### src/rtl/pcd8544_pkg.sv
// Shared types, opcode masks and defaults for the PCD8544 SPI receiver.
package pcd8544_pkg;

    localparam int unsigned NB_COLUMNS_DEF  = 84;
    localparam int unsigned NB_BANKS_DEF    = 6;
    localparam int unsigned SYNC_STAGES_DEF = 2;

    localparam int unsigned X_W       = 7;
    localparam int unsigned Y_W       = 3;
    localparam int unsigned BYTE_W    = 8;
    localparam int unsigned BIT_CNT_W = 3;

    typedef enum logic [1:0] {
        ST_IDLE     = 2'd0,
        ST_SHIFT    = 2'd1,
        ST_DISPATCH = 2'd2
    } state_e;

    // {D,E} display control encodings
    typedef enum logic [1:0] {
        DM_BLANK   = 2'b00,
        DM_ALL_ON  = 2'b01,
        DM_NORMAL  = 2'b10,
        DM_INVERSE = 2'b11
    } disp_mode_e;

    // Command opcode masks/values (match when (byte & MASK) == VAL)
    localparam logic [7:0] CMD_NOP        = 8'h00;
    localparam logic [7:0] CMD_FSET_MASK  = 8'hF8;
    localparam logic [7:0] CMD_FSET_VAL   = 8'h20;
    localparam logic [7:0] CMD_DCTL_MASK  = 8'hFA;
    localparam logic [7:0] CMD_DCTL_VAL   = 8'h08;
    localparam logic [7:0] CMD_SETY_MASK  = 8'hF8;
    localparam logic [7:0] CMD_SETY_VAL   = 8'h40;
    localparam logic [7:0] CMD_SETX_MASK  = 8'h80;
    localparam logic [7:0] CMD_SETX_VAL   = 8'h80;
    localparam logic [7:0] CMD_TC_MASK    = 8'hFC;
    localparam logic [7:0] CMD_TC_VAL     = 8'h04;
    localparam logic [7:0] CMD_BIAS_MASK  = 8'hF8;
    localparam logic [7:0] CMD_BIAS_VAL   = 8'h10;
    localparam logic [7:0] CMD_VOP_MASK   = 8'h80;
    localparam logic [7:0] CMD_VOP_VAL    = 8'h80;

    function automatic logic cmd_match(input logic [7:0] b,
                                       input logic [7:0] mask,
                                       input logic [7:0] val);
        return (b & mask) == val;
    endfunction

endpackage

### src/rtl/pcd8544_spi_receiver_spi_input_sync.sv
// Synchronises the SPI pins into clk_main and detects SCLK rise / SCE fall.
module spi_input_sync #(
    parameter int unsigned SYNC_STAGES = 2
) (
    input  logic clk_main,
    input  logic rst_n,
    input  logic i_sce,
    input  logic i_sclk,
    input  logic i_mosi,
    input  logic i_d_c,
    output logic o_sce,
    output logic o_mosi,
    output logic o_d_c,
    output logic o_sclk_rise_c,
    output logic o_sce_fall_c
);

    logic [SYNC_STAGES-1:0] r_sce_sync;
    logic [SYNC_STAGES-1:0] r_sclk_sync;
    logic [SYNC_STAGES-1:0] r_mosi_sync;
    logic [SYNC_STAGES-1:0] r_d_c_sync;
    logic                   r_sclk_prev;
    logic                   r_sce_prev;

    // Synchroniser chains; SCE idles high so its chain resets to 1
    always_ff @(posedge clk_main or negedge rst_n) begin
        if (!rst_n) begin
            r_sce_sync  <= '1;
            r_sclk_sync <= '0;
            r_mosi_sync <= '0;
            r_d_c_sync  <= '0;
            r_sclk_prev <= 1'b0;
            r_sce_prev  <= 1'b1;
        end else begin
            r_sce_sync  <= {r_sce_sync[SYNC_STAGES-2:0],  i_sce};
            r_sclk_sync <= {r_sclk_sync[SYNC_STAGES-2:0], i_sclk};
            r_mosi_sync <= {r_mosi_sync[SYNC_STAGES-2:0], i_mosi};
            r_d_c_sync  <= {r_d_c_sync[SYNC_STAGES-2:0],  i_d_c};
            r_sclk_prev <= r_sclk_sync[SYNC_STAGES-1];
            r_sce_prev  <= r_sce_sync[SYNC_STAGES-1];
        end
    end

    assign o_sce  = r_sce_sync[SYNC_STAGES-1];
    assign o_mosi = r_mosi_sync[SYNC_STAGES-1];
    assign o_d_c  = r_d_c_sync[SYNC_STAGES-1];

    // SCLK edges only count while the chip is selected
    assign o_sclk_rise_c = r_sclk_sync[SYNC_STAGES-1] & ~r_sclk_prev & ~o_sce;
    assign o_sce_fall_c  = ~o_sce & r_sce_prev;

endmodule

### src/rtl/pcd8544_spi_receiver.sv
// PCD8544-compatible SPI decoder: byte assembly, command decode, frame-buffer writes.
module pcd8544_spi_receiver
    import pcd8544_pkg::*;
#(
    parameter int unsigned NB_COLUMNS  = NB_COLUMNS_DEF,
    parameter int unsigned NB_BANKS    = NB_BANKS_DEF,
    parameter int unsigned SYNC_STAGES = SYNC_STAGES_DEF
) (
    input  logic           clk_main,
    input  logic           rst_n,
    input  logic           spi_sce,
    input  logic           spi_clk,
    input  logic           spi_mosi,
    input  logic           spi_d_c,
    output logic           fb_wr_en,
    output logic [X_W-1:0] fb_x,
    output logic [Y_W-1:0] fb_y,
    output logic [7:0]     fb_data,
    output logic           frame_done,
    output logic [1:0]     disp_mode,
    output logic           power_down,
    output logic [6:0]     vop,
    output logic [2:0]     bias,
    output logic [1:0]     temp_coef,
    output logic           byte_err
);

    logic w_sce, w_mosi, w_d_c, w_sclk_rise, w_sce_fall;

    spi_input_sync #(.SYNC_STAGES(SYNC_STAGES)) u_sync (
        .clk_main      (clk_main),
        .rst_n         (rst_n),
        .i_sce         (spi_sce),
        .i_sclk        (spi_clk),
        .i_mosi        (spi_mosi),
        .i_d_c         (spi_d_c),
        .o_sce         (w_sce),
        .o_mosi        (w_mosi),
        .o_d_c         (w_d_c),
        .o_sclk_rise_c (w_sclk_rise),
        .o_sce_fall_c  (w_sce_fall)
    );

    state_e               r_state,   r_state_nxt;
    logic [BIT_CNT_W-1:0] r_bit_cnt, r_bit_cnt_nxt;
    logic [BYTE_W-1:0]    r_shift,   r_shift_nxt;
    logic                 r_dc,      r_dc_nxt;
    logic [X_W-1:0]       r_x,       r_x_nxt;
    logic [Y_W-1:0]       r_y,       r_y_nxt;
    logic                 r_h,       r_h_nxt;
    logic                 r_v,       r_v_nxt;
    logic                 r_fb_wr_en, r_fb_wr_en_nxt;
    logic [X_W-1:0]       r_fb_x,    r_fb_x_nxt;
    logic [Y_W-1:0]       r_fb_y,    r_fb_y_nxt;
    logic [7:0]           r_fb_data, r_fb_data_nxt;
    logic                 r_frame_done, r_frame_done_nxt;
    logic [1:0]           r_disp_mode, r_disp_mode_nxt;
    logic                 r_pd,      r_pd_nxt;
    logic [6:0]           r_vop,     r_vop_nxt;
    logic [2:0]           r_bias,    r_bias_nxt;
    logic [1:0]           r_tc,      r_tc_nxt;
    logic                 r_byte_err, r_byte_err_nxt;

    logic w_x_last, w_y_last;
    assign w_x_last = (r_x == X_W'(NB_COLUMNS - 1));
    assign w_y_last = (r_y == Y_W'(NB_BANKS - 1));

    // State and datapath registers
    always_ff @(posedge clk_main or negedge rst_n) begin
        if (!rst_n) begin
            r_state      <= ST_IDLE;
            r_bit_cnt    <= '0;
            r_shift      <= '0;
            r_dc         <= 1'b0;
            r_x          <= '0;
            r_y          <= '0;
            r_h          <= 1'b0;
            r_v          <= 1'b0;
            r_fb_wr_en   <= 1'b0;
            r_fb_x       <= '0;
            r_fb_y       <= '0;
            r_fb_data    <= '0;
            r_frame_done <= 1'b0;
            r_disp_mode  <= DM_BLANK;
            r_pd         <= 1'b1;
            r_vop        <= '0;
            r_bias       <= '0;
            r_tc         <= '0;
            r_byte_err   <= 1'b0;
        end else begin
            r_state      <= r_state_nxt;
            r_bit_cnt    <= r_bit_cnt_nxt;
            r_shift      <= r_shift_nxt;
            r_dc         <= r_dc_nxt;
            r_x          <= r_x_nxt;
            r_y          <= r_y_nxt;
            r_h          <= r_h_nxt;
            r_v          <= r_v_nxt;
            r_fb_wr_en   <= r_fb_wr_en_nxt;
            r_fb_x       <= r_fb_x_nxt;
            r_fb_y       <= r_fb_y_nxt;
            r_fb_data    <= r_fb_data_nxt;
            r_frame_done <= r_frame_done_nxt;
            r_disp_mode  <= r_disp_mode_nxt;
            r_pd         <= r_pd_nxt;
            r_vop        <= r_vop_nxt;
            r_bias       <= r_bias_nxt;
            r_tc         <= r_tc_nxt;
            r_byte_err   <= r_byte_err_nxt;
        end
    end

    // Next-state: byte assembly, then one dispatch cycle per complete byte
    always_comb begin
        r_state_nxt      = r_state;
        r_bit_cnt_nxt    = r_bit_cnt;
        r_shift_nxt      = r_shift;
        r_dc_nxt         = r_dc;
        r_x_nxt          = r_x;
        r_y_nxt          = r_y;
        r_h_nxt          = r_h;
        r_v_nxt          = r_v;
        r_fb_wr_en_nxt   = 1'b0;
        r_fb_x_nxt       = r_fb_x;
        r_fb_y_nxt       = r_fb_y;
        r_fb_data_nxt    = r_fb_data;
        r_frame_done_nxt = 1'b0;
        r_disp_mode_nxt  = r_disp_mode;
        r_pd_nxt         = r_pd;
        r_vop_nxt        = r_vop;
        r_bias_nxt       = r_bias;
        r_tc_nxt         = r_tc;
        r_byte_err_nxt   = 1'b0;

        case (r_state)
            ST_IDLE: begin
                r_bit_cnt_nxt = '0;
                if (w_sce_fall) r_state_nxt = ST_SHIFT;
            end

            ST_SHIFT: begin
                if (w_sce) begin
                    // deselect mid-byte drops the partial byte
                    if (r_bit_cnt != '0) r_byte_err_nxt = 1'b1;
                    r_bit_cnt_nxt = '0;
                    r_state_nxt   = ST_IDLE;
                end else if (w_sclk_rise) begin
                    r_shift_nxt   = {r_shift[BYTE_W-2:0], w_mosi};
                    r_bit_cnt_nxt = BIT_CNT_W'(r_bit_cnt + 1'b1);
                    if (r_bit_cnt == BIT_CNT_W'(BYTE_W - 1)) begin
                        r_dc_nxt    = w_d_c;
                        r_state_nxt = ST_DISPATCH;
                    end
                end
            end

            ST_DISPATCH: begin
                r_bit_cnt_nxt = '0;
                r_state_nxt   = w_sce ? ST_IDLE : ST_SHIFT;
                if (r_dc) begin
                    r_fb_wr_en_nxt   = 1'b1;
                    r_fb_x_nxt       = r_x;
                    r_fb_y_nxt       = r_y;
                    r_fb_data_nxt    = r_shift;
                    r_frame_done_nxt = w_x_last && w_y_last;
                    if (!r_v) begin
                        if (w_x_last) begin
                            r_x_nxt = '0;
                            r_y_nxt = w_y_last ? '0 : Y_W'(r_y + 1'b1);
                        end else begin
                            r_x_nxt = X_W'(r_x + 1'b1);
                        end
                    end else begin
                        if (w_y_last) begin
                            r_y_nxt = '0;
                            r_x_nxt = w_x_last ? '0 : X_W'(r_x + 1'b1);
                        end else begin
                            r_y_nxt = Y_W'(r_y + 1'b1);
                        end
                    end
                end else if (r_shift == CMD_NOP) begin
                    r_pd_nxt = r_pd;
                end else if (cmd_match(r_shift, CMD_FSET_MASK, CMD_FSET_VAL)) begin
                    r_pd_nxt = r_shift[2];
                    r_v_nxt  = r_shift[1];
                    r_h_nxt  = r_shift[0];
                end else if (!r_h) begin
                    if (cmd_match(r_shift, CMD_DCTL_MASK, CMD_DCTL_VAL)) begin
                        r_disp_mode_nxt = {r_shift[2], r_shift[0]};
                    end else if (cmd_match(r_shift, CMD_SETY_MASK, CMD_SETY_VAL)) begin
                        if (r_shift[2:0] < Y_W'(NB_BANKS)) r_y_nxt = r_shift[2:0];
                    end else if (cmd_match(r_shift, CMD_SETX_MASK, CMD_SETX_VAL)) begin
                        if (r_shift[6:0] < X_W'(NB_COLUMNS)) r_x_nxt = r_shift[6:0];
                    end
                end else begin
                    if (cmd_match(r_shift, CMD_TC_MASK, CMD_TC_VAL)) begin
                        r_tc_nxt = r_shift[1:0];
                    end else if (cmd_match(r_shift, CMD_BIAS_MASK, CMD_BIAS_VAL)) begin
                        r_bias_nxt = r_shift[2:0];
                    end else if (cmd_match(r_shift, CMD_VOP_MASK, CMD_VOP_VAL)) begin
                        r_vop_nxt = r_shift[6:0];
                    end
                end
            end

            default: begin
                r_state_nxt = ST_IDLE;
            end
        endcase
    end

    assign fb_wr_en   = r_fb_wr_en;
    assign fb_x       = r_fb_x;
    assign fb_y       = r_fb_y;
    assign fb_data    = r_fb_data;
    assign frame_done = r_frame_done;
    assign disp_mode  = r_disp_mode;
    assign power_down = r_pd;
    assign vop        = r_vop;
    assign bias       = r_bias;
    assign temp_coef  = r_tc;
    assign byte_err   = r_byte_err;

endmodule

### config.mk
export PLATFORM = sky130hd
export DESIGN_NAME = pcd8544_spi_receiver
export DESIGN_NICKNAME = d
export VERILOG_FILES = /design/src/rtl/pcd8544_pkg.sv /design/src/rtl/pcd8544_spi_receiver_spi_input_sync.sv /design/src/rtl/pcd8544_spi_receiver.sv
export SDC_FILE = /design/constraint.sdc
export NUM_CORES = 1
export LEC_CHECK = 0
export ABC_CLOCK_PERIOD_IN_PS = 2700
export CAP_MARGIN = 25
export CORE_MARGIN = 2
export CORE_UTILIZATION = 58
export CTS_CLUSTER_DIAMETER = 100
export DETAILED_ROUTE_END_ITERATION = 10
export PLACE_DENSITY_LB_ADDON = 0.15
export SKIP_CTS_REPAIR_TIMING = 1
export SLEW_MARGIN = 40
export SYNTH_ARGS = -nofsm -noshare
export SYNTH_HDL_FRONTEND = slang
export SYNTH_SLANG_ARGS = --single-unit
### constraint.sdc
create_clock -name clk_main -period 2.7 [get_ports clk_main]
set_input_delay 0.27 -clock clk_main [delete_from_list [all_inputs] [get_ports clk_main]]
set_output_delay 0.27 -clock clk_main [all_outputs]
set_load 0.01 [all_outputs]
== Word-level counts from Yosys, hierarchy flattened ==
Cells that the tools add are included.

* Logic and storage cells: 120
* Register bits: 72
* Output and inout port bits: 36
* Input port bits: 6

* Eq/ne operators: 20
* Bitwise gates (word level): 11
* Add/subtract/negate cells: 3
* Reductions and logical operators: 22
* $lt $le $gt $ge: 2
* Muxes and demuxes: 37

{| class="wikitable"
|+ Operators with widths
! operator !! count
|-
| 2-to-1 mux 7 bit || 11
|-
| 2-to-1 mux 3 bit || 12
|-
| AND reduction 8 bit || 2
|-
| AND reduction 6 bit || 2
|-
| inequality test 2 bit (second input constant) || 5
|-
| nonzero test 2 bit || 5
|-
| AND reduction 9 bit || 1
|-
| logical NOT 8 bit || 1
|-
| 2-to-1 mux 1 bit || 8
|-
| 2-to-1 mux 2 bit || 4
|-
| NOT 1 bit || 8
|-
| AND reduction 4 bit || 2
|-
| adder 7 x 1 -> 7 bit (second input constant) || 1
|-
| equality test 7 bit (second input constant) || 1
|-
| < comparator 7 bit (second input constant) || 1
|-
| AND reduction 7 bit || 1
|-
| adder 3 x 1 -> 3 bit (second input constant) || 2
|-
| equality test 3 bit (second input constant) || 2
|-
| equality test 6 x 1 -> 1 bit (second input constant) || 1
|-
| equality test 6 x 2 -> 1 bit (second input constant) || 1
|-
| inequality test 3 x 1 -> 1 bit (second input constant) || 2
|-
| inequality test 3 x 2 -> 1 bit (second input constant) || 2
|-
| one-hot mux 2 bit (3 select lines) || 1
|-
| one-hot mux 3 bit (2 select lines) || 1
|-
| other kinds (14) || 18
|}

== Longest topological paths before layout ==
Gate-level depths: netlist of the first run.

* Depth after elaboration: 9
* Depth in mapped cells: 6
* Depth with buffers taken out: 5

== By module ==
From an unflattened synthesis of the first run, not the netlist that was laid out.

* Cells, all modules: 275
* Area, all modules: 3096.7 um^2

{| class="wikitable"
|+ Modules (own cells, without submodules)
! module !! instances !! cells each !! seq. area each (um^2) !! area each (um^2)
|-
| pcd8544_spi_receiver || 1 || 263 || 1552.7 || 2824.0
|-
| spi_input_sync || 1 || 12 || 254.0 || 272.8
|}

== Worst setup path after synthesis of the first run ==
Ideal clock, no wire load.

* Path kind: reg-to-reg
* From: reg r_shift[2]
* To: reg r_y[2]
* Library setup time: 126 ps
* Buffers on the path: 1
* Required time: 2574 ps
* Arrival time: 1620 ps
* Period minus slack after synthesis: 1746 ps
* Cell stages (with the launch flop): 6
* Path slack: 954 ps
* Path through: dfrtp_1 buf_6 a211oi_2 a31oi_2 or4_4 a221o_1

* Word-level cells in the longest chain between the ends: 7
* Elaborated cells between the ends (all ways): 12
* Classes of those cells: 1 x order compare; 1 x eq/ne; 7 x mux; 3 x reduce/logical

{| class="wikitable"
|+ Ends and longest elaborated chain
! item !! RTL line !! source
|-
| start, declared || pcd8544_spi_receiver.sv:46 || <nowiki>logic [BYTE_W-1:0] r_shift, r_shift_nxt;</nowiki>
|-
| start signal, assigned || pcd8544_spi_receiver.sv:93 || <nowiki>r_shift <= r_shift_nxt;</nowiki>
|-
| 2-to-1 mux 3 bit || pcd8544_spi_receiver.sv:191 || <nowiki>if (r_shift[2:0] < Y_W'(NB_BANKS)) r_y_nxt = r_shift[2:0];</nowiki>
|-
| 2-to-1 mux 3 bit || pcd8544_spi_receiver.sv:190 || <nowiki>end else if (cmd_match(r_shift, CMD_SETY_MASK, CMD_SETY_VAL)) begin</nowiki>
|-
| 2-to-1 mux 3 bit || pcd8544_spi_receiver.sv:188 || <nowiki>if (cmd_match(r_shift, CMD_DCTL_MASK, CMD_DCTL_VAL)) begin</nowiki>
|-
| 2-to-1 mux 3 bit || pcd8544_spi_receiver.sv:187 || <nowiki>end else if (!r_h) begin</nowiki>
|-
| 2-to-1 mux 3 bit || pcd8544_spi_receiver.sv:183 || <nowiki>end else if (cmd_match(r_shift, CMD_FSET_MASK, CMD_FSET_VAL)) begin</nowiki>
|-
| 2-to-1 mux 3 bit || pcd8544_spi_receiver.sv:181 || <nowiki>end else if (r_shift == CMD_NOP) begin</nowiki>
|-
| 2-to-1 mux 3 bit || pcd8544_spi_receiver.sv:160 || <nowiki>if (r_dc) begin</nowiki>
|-
| end signal, assigned || pcd8544_spi_receiver.sv:96 || <nowiki>r_y <= r_y_nxt;</nowiki>
|-
| end, declared || pcd8544_spi_receiver.sv:49 || <nowiki>logic [Y_W-1:0] r_y, r_y_nxt;</nowiki>
|}

Parallel ways exist; a longest one is shown, timed or not. The select of a mux whose other input is x is not followed.
A chain may end at the register's enable or synchronous reset.

== Final worst setup path of the first run ==
* From: reg r_dc
* To: reg r_x[4]

* Word-level cells in the longest chain between the ends: 2
* Elaborated cells between the ends (all ways): 10
* Classes of those cells: 6 x eq/ne; 1 x mux; 3 x reduce/logical

{| class="wikitable"
|+ Ends and longest elaborated chain
! item !! RTL line !! source
|-
| start, declared || pcd8544_spi_receiver.sv:47 || <nowiki>logic r_dc, r_dc_nxt;</nowiki>
|-
| start signal, assigned || pcd8544_spi_receiver.sv:94 || <nowiki>r_dc <= r_dc_nxt;</nowiki>
|-
| inequality test 3 x 2 -> 1 bit (no source line) (tied with other cells) || n/a ||
|-
| AND reduction 9 bit (no source line) || n/a ||
|-
| end signal, assigned || pcd8544_spi_receiver.sv:95 || <nowiki>r_x <= r_x_nxt;</nowiki>
|-
| end, declared || pcd8544_spi_receiver.sv:48 || <nowiki>logic [X_W-1:0] r_x, r_x_nxt;</nowiki>
|}

Parallel ways exist; a longest one is shown, timed or not.

==> results.md, run 1 <==
- Die width: between 70 and 80 microns
- Synth Net Count: 253
- Syn Std Cell Area: 3110 sq um
- Worst endpoint required time: roughly 2.9 ns
- Rel. slew slack: roughly 58%
- CP startpoint kind: flip-flop
- CTS tree: built
- Status: completed
- MaxCap Viol Count: 0
- Initial antenna violation count: 0
- Worst-path clk slew: 0.07 ns
- Worst-path cell with the longest stage delay: dfrtp_1
- DRC: 0
- RSZ-0062 raised after global routing: no
- Nets: 297
- Setup tns final: 0 ns
- First-pass GRT wire length: 10000 microns
- Gate Count Post-Synth: 243
- Num CTS Buffers: 9
- Post-DP HPWL: 3810 microns
- Setup WS post-layout: around 0.68 ns
- Total inserted antenna cells: 0
- Fin Clk Skew: 0.00982 ns
- Crit-path leading delay family: compound AO/OA/AOI/OAI gates
- Fin Hold WS: between 0.02 and 0.025 ns
- FMAX: 0.494 GHz
- Detail Route Antenna Nets: 0
- Die area: 5970 sq um
- Flops & latches, synth: 72
- Library cells used by synthesis: 52
- Layout cells sized above 1: 21.9%
- Data arrival time of the worst path: 2.25 ns
- Count of warnings emitted by yosys: 0
- Max FO, Critical Path: 19
- Sequential Area: 1810 sq um
- Congestion Overflow GR: 0
- Fin crit period: between 2 and 2.5 ns
- Total track usage: 21.9%
- Power Density: between 500 and 600 nW/um^2
- Top sig layer: met4
- IO Pins: 42
- Fin util: 73.8%
- DR WL met2: 2790 microns
- Number of enable flip-flop cells after synthesis: 0
- Die Y: around 77 microns
- Total clock sinks: 72
- Pin count of the biggest net entering global routing: 73
- Drt wl/cell: about 16 microns
- DRT Pass-1 Iters: 5
- CTS Buffer Depth: 2
- Fin. max-slew vios: 0
- Top FF cell, synth: dfrtp_1
- DR WL met3: 267 microns
- Crit Path Class: reg -> reg
- Synth-to-layout area growth: 22.0%
- Tcrit/Tclk final: 74.9%
- Filler Cells Inserted: 380
- Finish-stage setup viols: 0
- Wl on met1: approximately 2700 microns
- VDD IR max: 0.480 mV
- Sequential fraction of the synthesis area: 58.1%
- Crit-path cells: nor3b_2 > o2111a_1 > o2bb2ai_1 > a221o_1
- Detailed Route Iter0 Violations: 161
- Avg Inst Size Synth: around 13 sq um
- Total number of vias: ~2000
- Buf/Inv on CP: 0
- Crit path largest cell delay: approximately 0.60 ns
- Vias per cell: 5.69
- Leakage: roughly 1.7 nW
- Core area: 5140 sq um
- Final WL: ~5800 microns
- Final GP Congestion: 0.803
- Worst setup EP type: flip-flop
- Vias in the first global route: ~2100
- Clock root buffer: clkbuf_8
- Footprint of the multi-input gates: approximately 1200 sq um
- Buffers on Ports: 41
- Final Hold Fails: 0
- Pre-CTS setup slack: 0.733 ns
- Worst skew pair latency: between 0.3 and 0.4 ns
- Tightest Hold Check Type: in -> async
- Initial core utilization: 60.5%
- H-tree depth: 3
- Slew at the pin closest to its max-slew limit: between 0.6 and 0.7 ns
- Row count: 26
- Total power draw: 2.24 mW
- Post-synthesis async set-or-reset flop share: 100%
cell type report:
class / instances / share of cell area, %
Tap cell: 70 / 2.31
Timing Repair Buffer: 45 / 11.6
Clock buffer: 14 / 4.81
Sequential cell: 72 / 47.6
Inverter: 9 / 0.890
Clock inverter: 2 / 1.58
Multi-Input combinational cell: 150 / 31.2
logic make-up (layout without fill, tap and decap cells):
family                     count (synthesis)  after routing  share of synthesized area [%]
AOI/OAI and AO/OA                         36             36                           8.44
adders and majority gates                  4              4                           1.61
muxes                                     41             41                           14.7
and+or+nand+nor                           69             69                           13.3
buffers and inverters                     21             70                           3.86
DFF                                       72             72                           58.1
where the power goes:
group / internal [mW] / switching, mW / total [mW] / leakage, nW
clock network: 0.622 / 0.388 / 1.01 / 0.123
registers: 1.10 / 0.0479 / 1.15 / 0.971
logic: 0.0333 / 0.0448 / 0.0781 / 0.626
total: 1.76 / 0.480 / 2.24 / 1.72
worst register-to-register path: stages, from the launching register on:
cell and delay (ns):
dfrtp_1 0.60, nor3b_2 0.38, o2111a_1 0.50, o2bb2ai_1 0.13
a221o_1 0.30
cell usage after synthesis (3+ instances only):
| cell type | count | share of area, % |
|---|---|---|
| nand4_1 | 4 | 0.80 |
| inv_1 | 9 | 1.1 |
| nor3_1 | 6 | 0.97 |
| nor2_1 | 9 | 1.1 |
| nor2b_1 | 3 | 0.60 |
| mux2_2 | 30 | 11 |
| dfstp_2 | 4 | 3.4 |
| buf_2 | 3 | 0.48 |
| o2111ai_1 | 3 | 0.84 |
| mux2i_1 | 3 | 0.97 |
| ha_1 | 4 | 1.6 |
| buf_6 | 5 | 1.8 |
| nor3b_1 | 3 | 0.72 |
| mux2_1 | 8 | 2.9 |
| nand3b_1 | 3 | 0.72 |
| dfrtp_1 | 68 | 55 |
| o211ai_1 | 4 | 0.97 |
| nand2_1 | 17 | 2.1 |
| clkbuf_1 | 4 | 0.48 |
| o21ai_0 | 10 | 1.6 |
| a21oi_1 | 5 | 0.80 |
cells in the final DEF (no fill, tap or decap), drive strengths merged, types with 3 or more instances in the layout:
cell           synthesis  layout
a21oi                  6       6
inv                    9       9
o21ai                 11      11
clkdlybuf4s50          0      40
o2111ai                3       3
nand3b                 3       3
nor3                   6       6
nand2                 17      17
dfstp                  4       4
nor3b                  4       4
nor2                  10      10
mux2i                  3       3
nand4                  4       4
nor2b                  4       4
mux2                  38      38
buf                    8       5
ha                     4       4
dfrtp                 68      68
clkbuf                 4      14
o211ai                 4       4
metrics by stage:
step                cell area (sq um)  instances
floorplan                        3110        243
global placement                 3550        346
detailed placement               3550        346
CTS                              3790        362
global route                     3790        362
finish                           3790        362
flip-flops by register name, indices dropped and copies added (netlist names), 2 cells and up:
register            cells
bias                    3
fb_x                    7
u_sync.r_d_c_sync       2
fb_data                 8
temp_coef               2
fb_y                    3
vop                     7
r_state                 2
r_shift                 8
r_x                     7
disp_mode               2
u_sync.r_sclk_sync      2
r_bit_cnt               3
u_sync.r_mosi_sync      2
r_y                     3
u_sync.r_sce_sync       2
path summary, 6_finish.rpt:
path	start	to	slack, ns	cells after the start
worst max register to register	r_dc	r_x[4]	0.68	4
worst min-delay path	rst_n	r_y[2]	0.02	2
worst max-delay path	r_dc	r_x[4]	0.68	4
max in group asynchronous	rst_n	r_dc	2.24	2
worst min register to register	u_sync.r_sclk_sync[0]	u_sync.r_sclk_sync[1]	0.35	0
min in group clk_main	spi_sce	u_sync.r_sce_sync[0]	0.32	1
per-layer routing:
metal | global-route usage (%) | vias to the layer above
li1 | - | 968
met1 | 29.7 | 1020
met2 | 33.5 | 60
met3 | 5.41 | 10
met4 | 10.4 | 0
met5 | 0 | -
Power figures use the tool's default switching activity.
==> run 2: changes to the inputs <==
--- a/config.mk
+++ b/config.mk
@@ -5,10 +5,10 @@
 export SDC_FILE = /design/constraint.sdc
 export NUM_CORES = 1
 export LEC_CHECK = 0
-export ABC_CLOCK_PERIOD_IN_PS = 2700
+export ABC_CLOCK_PERIOD_IN_PS = 1800
 export CAP_MARGIN = 25
 export CORE_MARGIN = 2
-export CORE_UTILIZATION = 58
+export CORE_UTILIZATION = 49
 export CTS_CLUSTER_DIAMETER = 100
 export DETAILED_ROUTE_END_ITERATION = 10
 export PLACE_DENSITY_LB_ADDON = 0.15
==> constraint.sdc (replaced) <==
create_clock -name clk_main -period 1.8 [get_ports clk_main]
set_input_delay 0.18 -clock clk_main [delete_from_list [all_inputs] [get_ports clk_main]]
set_output_delay 0.18 -clock clk_main [all_outputs]
set_load 0.01 [all_outputs]
==> run 2 against run 1 <==
Against the previous run: flip-flop and latch count is the same; setup slack lost 0.66 ns; die area grew 17%; critical endpoint is now r_y[2].
==> results.md, run 2 (synthesis results as in run 1) <==
- Status: completed (unchanged)
- Row count: 29 (was 26)
- Worst r2r dst: r_y[2] (was r_x[4])
- FMAX: 0.562 GHz (was 0.494 GHz)
- Detailed Route Iter0 Violations: 115 (was 161)
- MaxCap Viol Count: 0 (unchanged)
- Worst-path clk slew: 0.08 ns (was 0.07 ns)
- Die width: 83.7 microns (was 77.2 microns)
- VDD IR max: 0.511 mV (was 0.480 mV)
- Die area: 7000 sq um (was 5970 sq um)
- R2R cell count: 4 (unchanged)
- Dpl cell area: 3760 sq um (was 3550 sq um)
- Final GP Congestion: 0.856 (was 0.803)
- Post-DP HPWL: 4220 microns (was 3810 microns)
- Worst skew pair latency: 0.34 ns (was 0.35 ns)
- Nets: 328 (was 297)
- Total clock sinks: 72 (unchanged)
- Data arrival time of the worst path: 2.00 ns (was 2.25 ns)
- Max FO, Critical Path: 3 (was 19)
- Fin util: 64.2% (was 73.8%)
- CP startpoint kind: flip-flop (unchanged)
- Fin. max-slew vios: 0 (unchanged)
- Rel. slew slack: 72.1% (was 57.9%)
- Congestion Overflow GR: 0 (unchanged)
- Fin crit period: 1.78 ns (was 2.02 ns)
- Num CTS Buffers: 9 (unchanged)
- Vias in the first global route: 2228 (was 2094)
- Finished Cell Area: 4010 sq um (was 3790 sq um)
- Synth-to-layout area growth: 28.7% (was 22.0%)
- Buffers on Ports: 41 (unchanged)
- Worst endpoint required time: 2.02 ns (was 2.93 ns)
- Pin count of the biggest net entering global routing: 73 (unchanged)
- Filler Cells Inserted: 483 (was 380)
- DRT Pass-1 Iters: 4 (was 5)
- R2R setup slack: 0.02 ns (was 0.68 ns)
- Worst Setup SP: r_x[3] (was r_dc)
- Vias per cell: 5.40 (was 5.69)
- Commonest cells after routing, fill and taps aside: dfrtp_1 (67), clkdlybuf4s50_1 (40), buf_4 (33) (was dfrtp_1 (68), clkdlybuf4s50_1 (40), mux2_2 (30))
- Total track usage: 19.6% (was 21.9%)
- Final WL: 6240 microns (was 5820 microns)
- Crit Path Class: reg -> reg (unchanged)
- Worst setup EP type: flip-flop (unchanged)
- Final Hold Fails: 0 (unchanged)
- Slew at the pin closest to its max-slew limit: 0.415 ns (was 0.631 ns)
- H-tree depth: 3 (unchanged)
- Crit path to: r_y[2] (was r_x[4])
- Fin Clk Skew: 0.00751 ns (was 0.00982 ns)
- Leakage: 1.85 nW (was 1.72 nW)
- Drt wl/cell: 15.6 microns (was 16.1 microns)
- Detail Route Antenna Nets: 0 (unchanged)
- Tightest Hold Check Type: in -> reg (was in -> async)
- Initial antenna violation count: 0 (unchanged)
- Commonest non-fill, non-tap cell in the layout: dfrtp_1 (unchanged)
- Tcrit/Tclk final: 98.9% (was 74.9%)
- Reg-to-reg critical path startpoint: r_x[3] (was r_dc)
- DRC: 0 (unchanged)
- Power Density: 763 nW/um^2 (was 590 nW/um^2)
- Placed Cells: 378 (was 346)
- Initial core utilization: 49.9% (was 60.5%)
- CTS Buffer Depth: 2 (unchanged)
- Finish-stage setup viols: 0 (unchanged)
- Total inserted antenna cells: 0 (unchanged)
- First-pass GRT wire length: 10700 microns (was 10000 microns)
- CTS tree: built (unchanged)
- Die Y: 83.7 microns (was 77.2 microns)
- Total number of vias: 2161 (was 2058)
- Clock root buffer: clkbuf_8 (unchanged)
- Non-Filler Instances: 400 (was 362)
- Layout cells sized above 1: 30.3% (was 21.9%)
- IO Pins: 42 (unchanged)
- Core area: 6240 sq um (was 5140 sq um)
-- run 2: worst min-delay path by stage --
stage / cells past startpoint / start / to
3_3_place_gp: 2 / rst_n / fb_data[4]
3_5_place_dp: 2 / rst_n / fb_data[5]
5_1_grt: 1 / spi_sce / u_sync.r_sce_sync[0]
2_1_floorplan: 0 / rst_n / bias[0]
6_report: 1 / spi_sce / u_sync.r_sce_sync[0]
4_1_cts: 2 / rst_n / fb_data[5]
-- run 2: cell type report --
cell class	count	area, sq um	area share, %
sequential	72	1810	45.1
multi-input combinational	150	1200	30.0
timing repair buffer	76	683	17.1
clock buffer	12	155	3.87
tap	77	96.3	2.40
inverter	9	33.8	0.843
clock inverter	4	27.5	0.687
-- run 2: power breakdown --
group	internal [mW]	total, mW	switching (mW)
combinational	0.0841	0.196	0.112
clock	0.579	1.17	0.588
sequential	1.65	1.69	0.0397
-- run 2: through the flow --
step	setup slack, ns	hold slack, ns	power, mW	TNS [ns]
3_5_place_dp	0.0349	0.237	1.92	0
3_3_place_gp	0.0763	0.234	1.92	0
5_1_grt	-0.000328	0.244	3.18	-0.000328
6_report	0.0206	0.238	3.06	0
4_1_cts	0.00860	-0.144	3.10	0
2_1_floorplan	0.0544	-0.116	1.81	0
-- run 2: worst max-delay path, cell delays in order (launching register included) --
cell and delay, ns:
dfrtp_1 0.39, and4bb_1 0.36, a21oi_2 0.10, or4_4 0.52, a221o_1 0.30
-- run 2: per-layer routing --
metal,vias up,track usage [%],share of wire [%]
li1,1030,-,-
met1,1079,26.2,46
met2,45,30.4,49
met3,7,4.95,3.9
met4,0,8.36,1.5
met5,-,0,0
